--- src/rtl/serial_adder.sv ---
// serial_adder: bit-serial LSB-first adder, one full-adder cell plus carry flop, WIDTH cycles per sum.
module serial_adder #(
  parameter int WIDTH = 8
) (
  input  logic             clk,
  input  logic             rst_n,
  input  logic             start,
  input  logic [WIDTH-1:0] a,
  input  logic [WIDTH-1:0] b,
  input  logic             cin,
  output logic             busy,
  output logic             done,
  output logic [WIDTH-1:0] sum,
  output logic             cout,
  output logic             ovf
);
  localparam int CW = $clog2(WIDTH);
  typedef enum logic [1:0] {IDLE, SHIFT, DONE} state_t;
  state_t state, state_nx;
  logic [WIDTH-1:0] sa, sb, res, shifted;
  logic [CW-1:0] cnt;
  logic carry, s, nc, last;
  assign s = sa[0] ^ sb[0] ^ carry;
  assign nc = (sa[0] & sb[0]) | (carry & (sa[0] ^ sb[0]));
  assign shifted = {s, res[WIDTH-1:1]};
  assign last = cnt == CW'(WIDTH - 1);
  assign busy = state == SHIFT;
  assign done = state == DONE;
  always_ff @(posedge clk or negedge rst_n)
    if (!rst_n) state <= IDLE;
    else state <= state_nx;
  always_comb begin
    state_nx = state;
    case (state)
      IDLE:    state_nx = start ? SHIFT : IDLE;
      SHIFT:   state_nx = last ? DONE : SHIFT;
      default: state_nx = IDLE;
    endcase
  end
  // carry into the MSB is the pre-update carry on the final shift cycle
  always_ff @(posedge clk or negedge rst_n)
    if (!rst_n) begin
      sa <= '0;
      sb <= '0;
      res <= '0;
      carry <= 1'b0;
      cnt <= '0;
      sum <= '0;
      cout <= 1'b0;
      ovf <= 1'b0;
    end else if (state == IDLE && start) begin
      sa <= a;
      sb <= b;
      carry <= cin;
      cnt <= '0;
    end else if (state == SHIFT) begin
      sa <= sa >> 1;
      sb <= sb >> 1;
      carry <= nc;
      res <= shifted;
      cnt <= last ? '0 : cnt + 1'b1;
      if (last) begin
        sum <= shifted;
        cout <= nc;
        ovf <= carry ^ nc;
      end
    end
endmodule

--- config.mk ---
export PLATFORM = sky130hd
export DESIGN_NAME = serial_adder
export DESIGN_NICKNAME = d
export VERILOG_FILES = /design/src/rtl/serial_adder.sv
export SDC_FILE = /design/constraint.sdc
export NUM_CORES = 1
export LEC_CHECK = 0
export BUFFER_PORTS_ARGS = -buffer_cell sky130_fd_sc_hd__buf_2
export CORE_ASPECT_RATIO = 1.25
export CORE_UTILIZATION = 31
export DETAILED_ROUTE_END_ITERATION = 12
export PLACE_DENSITY = 0.58
export SLEW_MARGIN = 15
export SYNTH_ARGS = -nofsm -noshare
export SYNTH_HDL_FRONTEND = slang
export SYNTH_SLANG_ARGS = --single-unit
--- constraint.sdc ---
create_clock -name clk -period 1.8 [get_ports clk]
set_clock_uncertainty 0.15 [all_clocks]
set_input_delay 0.36 -clock clk [delete_from_list [all_inputs] [get_ports clk]]
set_output_delay 0.36 -clock clk [all_outputs]
set_load 0.01 [all_outputs]
# Word level (Yosys, flattened, before mapping)
# Cells that the tools add are included.
# totals
out_inout_bits	12
input_bits	20
reg_bits	40
wordCells	37
# op_classes
n_bitwise	7
n_mux	12
n_addsub	1
n_reduce_logical	5
n_eq_ne	3
# op_table
cell	count
two-way mux 8 bit	4
two-way mux 3 bit	3
one-hot mux 2 bit (2 select lines)	1
adder 3 x 1 -> 3 bit (second input constant)	1
== test 3 bit (second input constant)	1
two-way mux 1 bit	3
AND reduction 3 bit	1
bitwise XOR 1 bit	3
AND 1 bit	2
== test 2 x 1 -> 1 bit (second input constant)	1
== test 2 bit (second input constant)	1
zero test 2 bit	1
two-way mux 2 bit	1
AND reduction 2 bit	1
nonzero test 2 bit	1
logical AND 1 bit	1
NOT 1 bit	1
OR 1 bit	1

# Longest topological paths before layout
# depth
word_depth	5
mapped_depth	5
mapped_depth_nobuf	4

# Worst setup path before layout
# Ideal clock, no wire load.
# synth_timing
kind	reg2reg
from	register cnt[0]
to	register cout
synth_period_minus_slack_ns	1.607
t_arrival_ns	1.332
required_time_ns	1.525
path_buffers	1
slack_ns	0.193
path_stages_with_launch	6
setup_time_ns	0.125
path_cell_list	dfrtp_1 -> ha_1 -> ha_1 -> nand3b_4 -> buf_6 -> mux2_2
# synth_between
elab_chain_len	2
# synth_lines
item	line	source
from (decl)	21	logic [CW-1:0] cnt;
from (signal assigned)	61	cnt <= last ? '0 : cnt + 1'b1;
== test 3 bit	26	assign last = cnt == CW'(WIDTH - 1);
AND reduction 3 bit (no line)	--	
to (signal assigned)	64	cout <= nc;
to (decl)	14	output logic cout,
# No other way between the ends.
# A chain may end at the register's enable or synchronous reset.

# Worst setup path in the final report
# layout_timing
from	register state[1]
to	output busy
# layout_between
elab_chain_len	1
# layout_lines
item	line	source
from (decl)	19	state_t state, state_nx;
from (signal assigned)	31	else state <= state_nx;
== test 2 x 1 -> 1 bit	27	assign busy = state == SHIFT;
to (decl)	11	output logic busy,
# No other way between the ends.

==> impl_metrics.yaml <==
drt:
  vias_per_cell: 4.71
  wl_per_cell_um: 12.9
  drc_errors: 0
  drt_iter0_drc: 58
  first_pass_iters: 4
  via_count: 1248
  postRouteAntennaNets: 0
  wl_um: 3410
setup_path:
  slowest_stage: "dfrtp_2"
  r2r_start: "cnt[0]"
  cpPeakStageDelay_ns: 0.44
  start_kind: "flop"
  reg2reg_to: "sum[3]"
  worstRegToRegCells: 4
  worstSetupPathType: "flop to output pin"
  ff2ff_setup_slack_ns: 0.17
  cp_max_fo: 5
  cp-end-kind: "output pin"
  cp.arrival_ns: 1.17
  path_cells: "nand2b_1 > inv_2 > buf_2"
  cp.required_ns: 1.29
clock_network:
  clock-sinks: 39
  insertion_delay_ns: 0.29
  path_clk_slew_ns: 0.08
  cts_tree: "done"
  clock-root-buffer: "clkbuf_8"
  htree_levels: 2
  numCtsBuffers: 5
  clk_path_buf_depth: 2
power:
  sequentialPowerShare: 0.417
  ir_worst_vdd_uv: 605
  power_frac_clock: 0.196
  p_sw_mw: 1.22
  p_per_area_nw_per_um2: 1640
  intPower_mw: 2.50
  p_leak_nw: 1.03
  netSwitchingFraction: 0.328
  comb_power_share: 0.387
finish:
  post-route-util: 0.388
  fillers: 587
  area_growth_pct: 19.4
  n_antenna_cell: 0
  nNetsFinal: 206
  final_cells: 265
  layout-drive-gt1-share: 0.393
  fin_area_um2: 2270
hold_path:
  hold_depth: 3
  worstHoldEndpoint: "sb[5]"
  min_path_type: "input pin to flop"
  hold_start: "b[5]"
floorplan:
  num_rows: 31
  die_area_um2: 6450
  die_h_um: 89.5
  ios: 32
  die_width_um: 72.0
  core_area_um2: 5860
  initial_core_util: 0.325
synthesis:
  synth-warning-count: 0
  synth.area.mux_share: 0.103
  synth_fa_ha_area_frac: 0.0303
  synth_cell_types: 31
  ys_seq_elements: 39
  yosys.area_share.simple: 0.162
  synthCells: 148
  synth_xor_area_frac: 0.00461
  ys_seq_area_frac: 0.513
  synth_top_family_by_area: "simple AND/OR/NAND/NOR gates"
  syn_area_um2: 1900
  syn_nets: 172
  synth.avg_cell_area_um2: 12.8
  synth_compound_area_frac: 0.106
placement:
  place_area_um2: 2140
  io_buffers: 31
  hpwl_um: 2320
  place.gp.congestion: 0.664
  dp.cells: 255
  pre_cts_ws_ns: 0.173
global_routing:
  grt_usage: 0.123
  grt_pass1_vias: 1252
  grt_pass1_wl_um: 6010
  antenna_found_initial: 0
  grt_overflow: 0
  grt_max_degree: 37
outcome:
  status: "finished clean"
timing:
  setup_ws_ns: 0.124
  drv_slew: 0
  max_slew_margin: 0.704
  final-hold-violation-count: 0
  rsz0062_at_grt: "false"
  fin_tns_setup_ns: 0
  fin_crit_sh: 0.931
  max_freq_ghz: 0.597
  setup_violations: 0
  worstMarginPinSlew_ns: 0.444
  layout_min_cycle_time_ns: 1.68
job:
  max-cap-violations: 0
## flip-flops by register name (all words and copies together) (netlist names)
signal,count
cout,1
cnt,3
res,7
carry,1
sb,8
ovf,1
sum,8
sa,8
state,2
## timing repair
item                                   4_1_cts  5_1_grt
resized for setup                            1        0
setup endpoints to repair                    2        1
buffers inserted                             0        1
pin swaps                                    0        0
cloned                                       0        0
endpoints found under the hold margin       17        0
hold buffers                                 1        0
## per-layer routing
layer | track usage | wire length, um
met5 | 0 | 0
met1 | 0.164 | 1660
met2 | 0.187 | 1550
met3 | 0.0406 | 143
met4 | 0.0428 | 48
## cell families after synthesis
kind of cell	after synthesis
adder cells (fa/ha/maj)	4
multiplexers	17
flip-flops	39
XOR/XNOR	1
buffers and inverters	28
AO/OA/AOI/OAI	23
AND/OR/NAND/NOR	36
## worst max-delay path, delay by kind of cell, from the launching register on
kind | cells | cell delay [ns]
buffers and inverters | 2 | 0.26
and+or+nand+nor | 1 | 0.18
DFF | 1 | 0.44
## final cells by class
| class | instances | area, um^2 | area share |
|---|---|---|---|
| Clock buffer | 5 | 68.8 | 0.0303 |
| Clock inverter | 3 | 43.8 | 0.0193 |
| Inverter | 15 | 56.3 | 0.0248 |
| Multi-Input combinational cell | 81 | 771 | 0.340 |
| Sequential cell | 39 | 977 | 0.431 |
| Tap cell | 82 | 103 | 0.0452 |
| Timing Repair Buffer | 40 | 250 | 0.110 |
## metrics by stage
| stage | power (mW) | hold WS (ns) |
|---|---|---|
| finish | 3.72 | 0.263 |
| global route | 4.04 | 0.261 |
| CTS | 3.78 | 0.256 |
| detailed placement | 3.03 | 0.186 |
| global placement | 2.99 | 0.188 |
| floorplan | 2.65 | -0.0856 |
## worst max path at each step
stage / slack [ns] / end / start / depth (start not counted)
floorplan: 0.19 / cout / cnt[0] / 5
global placement: 0.20 / sum[0] / cnt[0] / 4
detailed placement: 0.17 / sum[3] / cnt[0] / 4
CTS: 0.03 / busy / state[1] / 3
global route: 0.04 / busy / state[1] / 3
finish: 0.12 / busy / state[1] / 3
## power by group through the flow
| stage | Sequential, mW | Combinational, mW | Clock, mW |
|---|---|---|---|
| floorplan | 1.56 | 1.09 | 0 |
| global placement | 1.57 | 1.43 | 0 |
| detailed placement | 1.57 | 1.46 | 0 |
| CTS | 1.56 | 1.46 | 0.759 |
| global route | 1.62 | 1.63 | 0.793 |
| finish | 1.55 | 1.44 | 0.728 |
## cell usage after synthesis
master,number,area [um^2]
a211o_1,1,8.76
a211oi_1,12,90.1
a21o_1,1,7.51
a21oi_1,1,5.00
a22o_1,2,17.5
a32o_1,1,10.0
buf_2,3,15.0
buf_4,4,30.0
buf_6,4,45.0
clkbuf_1,2,7.51
dfrtp_1,39,976
fa_1,1,20.0
ha_1,3,37.5
inv_1,14,52.6
inv_2,1,3.75
mux2_1,1,11.3
mux2_2,15,169
mux2_4,1,15.0
nand2b_1,3,18.8
nand3b_4,1,20.0
nor2_1,1,3.75
nor2b_1,1,6.26
nor3b_1,13,97.6
nor4b_1,11,96.3
nor4b_2,1,15.0
nor4bb_1,2,20.0
o21ba_2,1,10.0
o21bai_4,1,18.8
o221a_2,3,33.8
or4b_1,3,30.0
xor2_1,1,8.76
## cells in the final DEF (no fill, tap or decap), drive strengths merged, types with 2 or more instances in the layout
cell and n:
a22o 2, a211oi 12, nor4bb 2, inv 15, buf 39, nor3b 13
dfrtp 39, nand2b 3, mux2 17, clkbuf 5, nor4b 12, or4b 3
ha 3, clkinv 2, o221a 3
(Power assumes the default switching activity.)
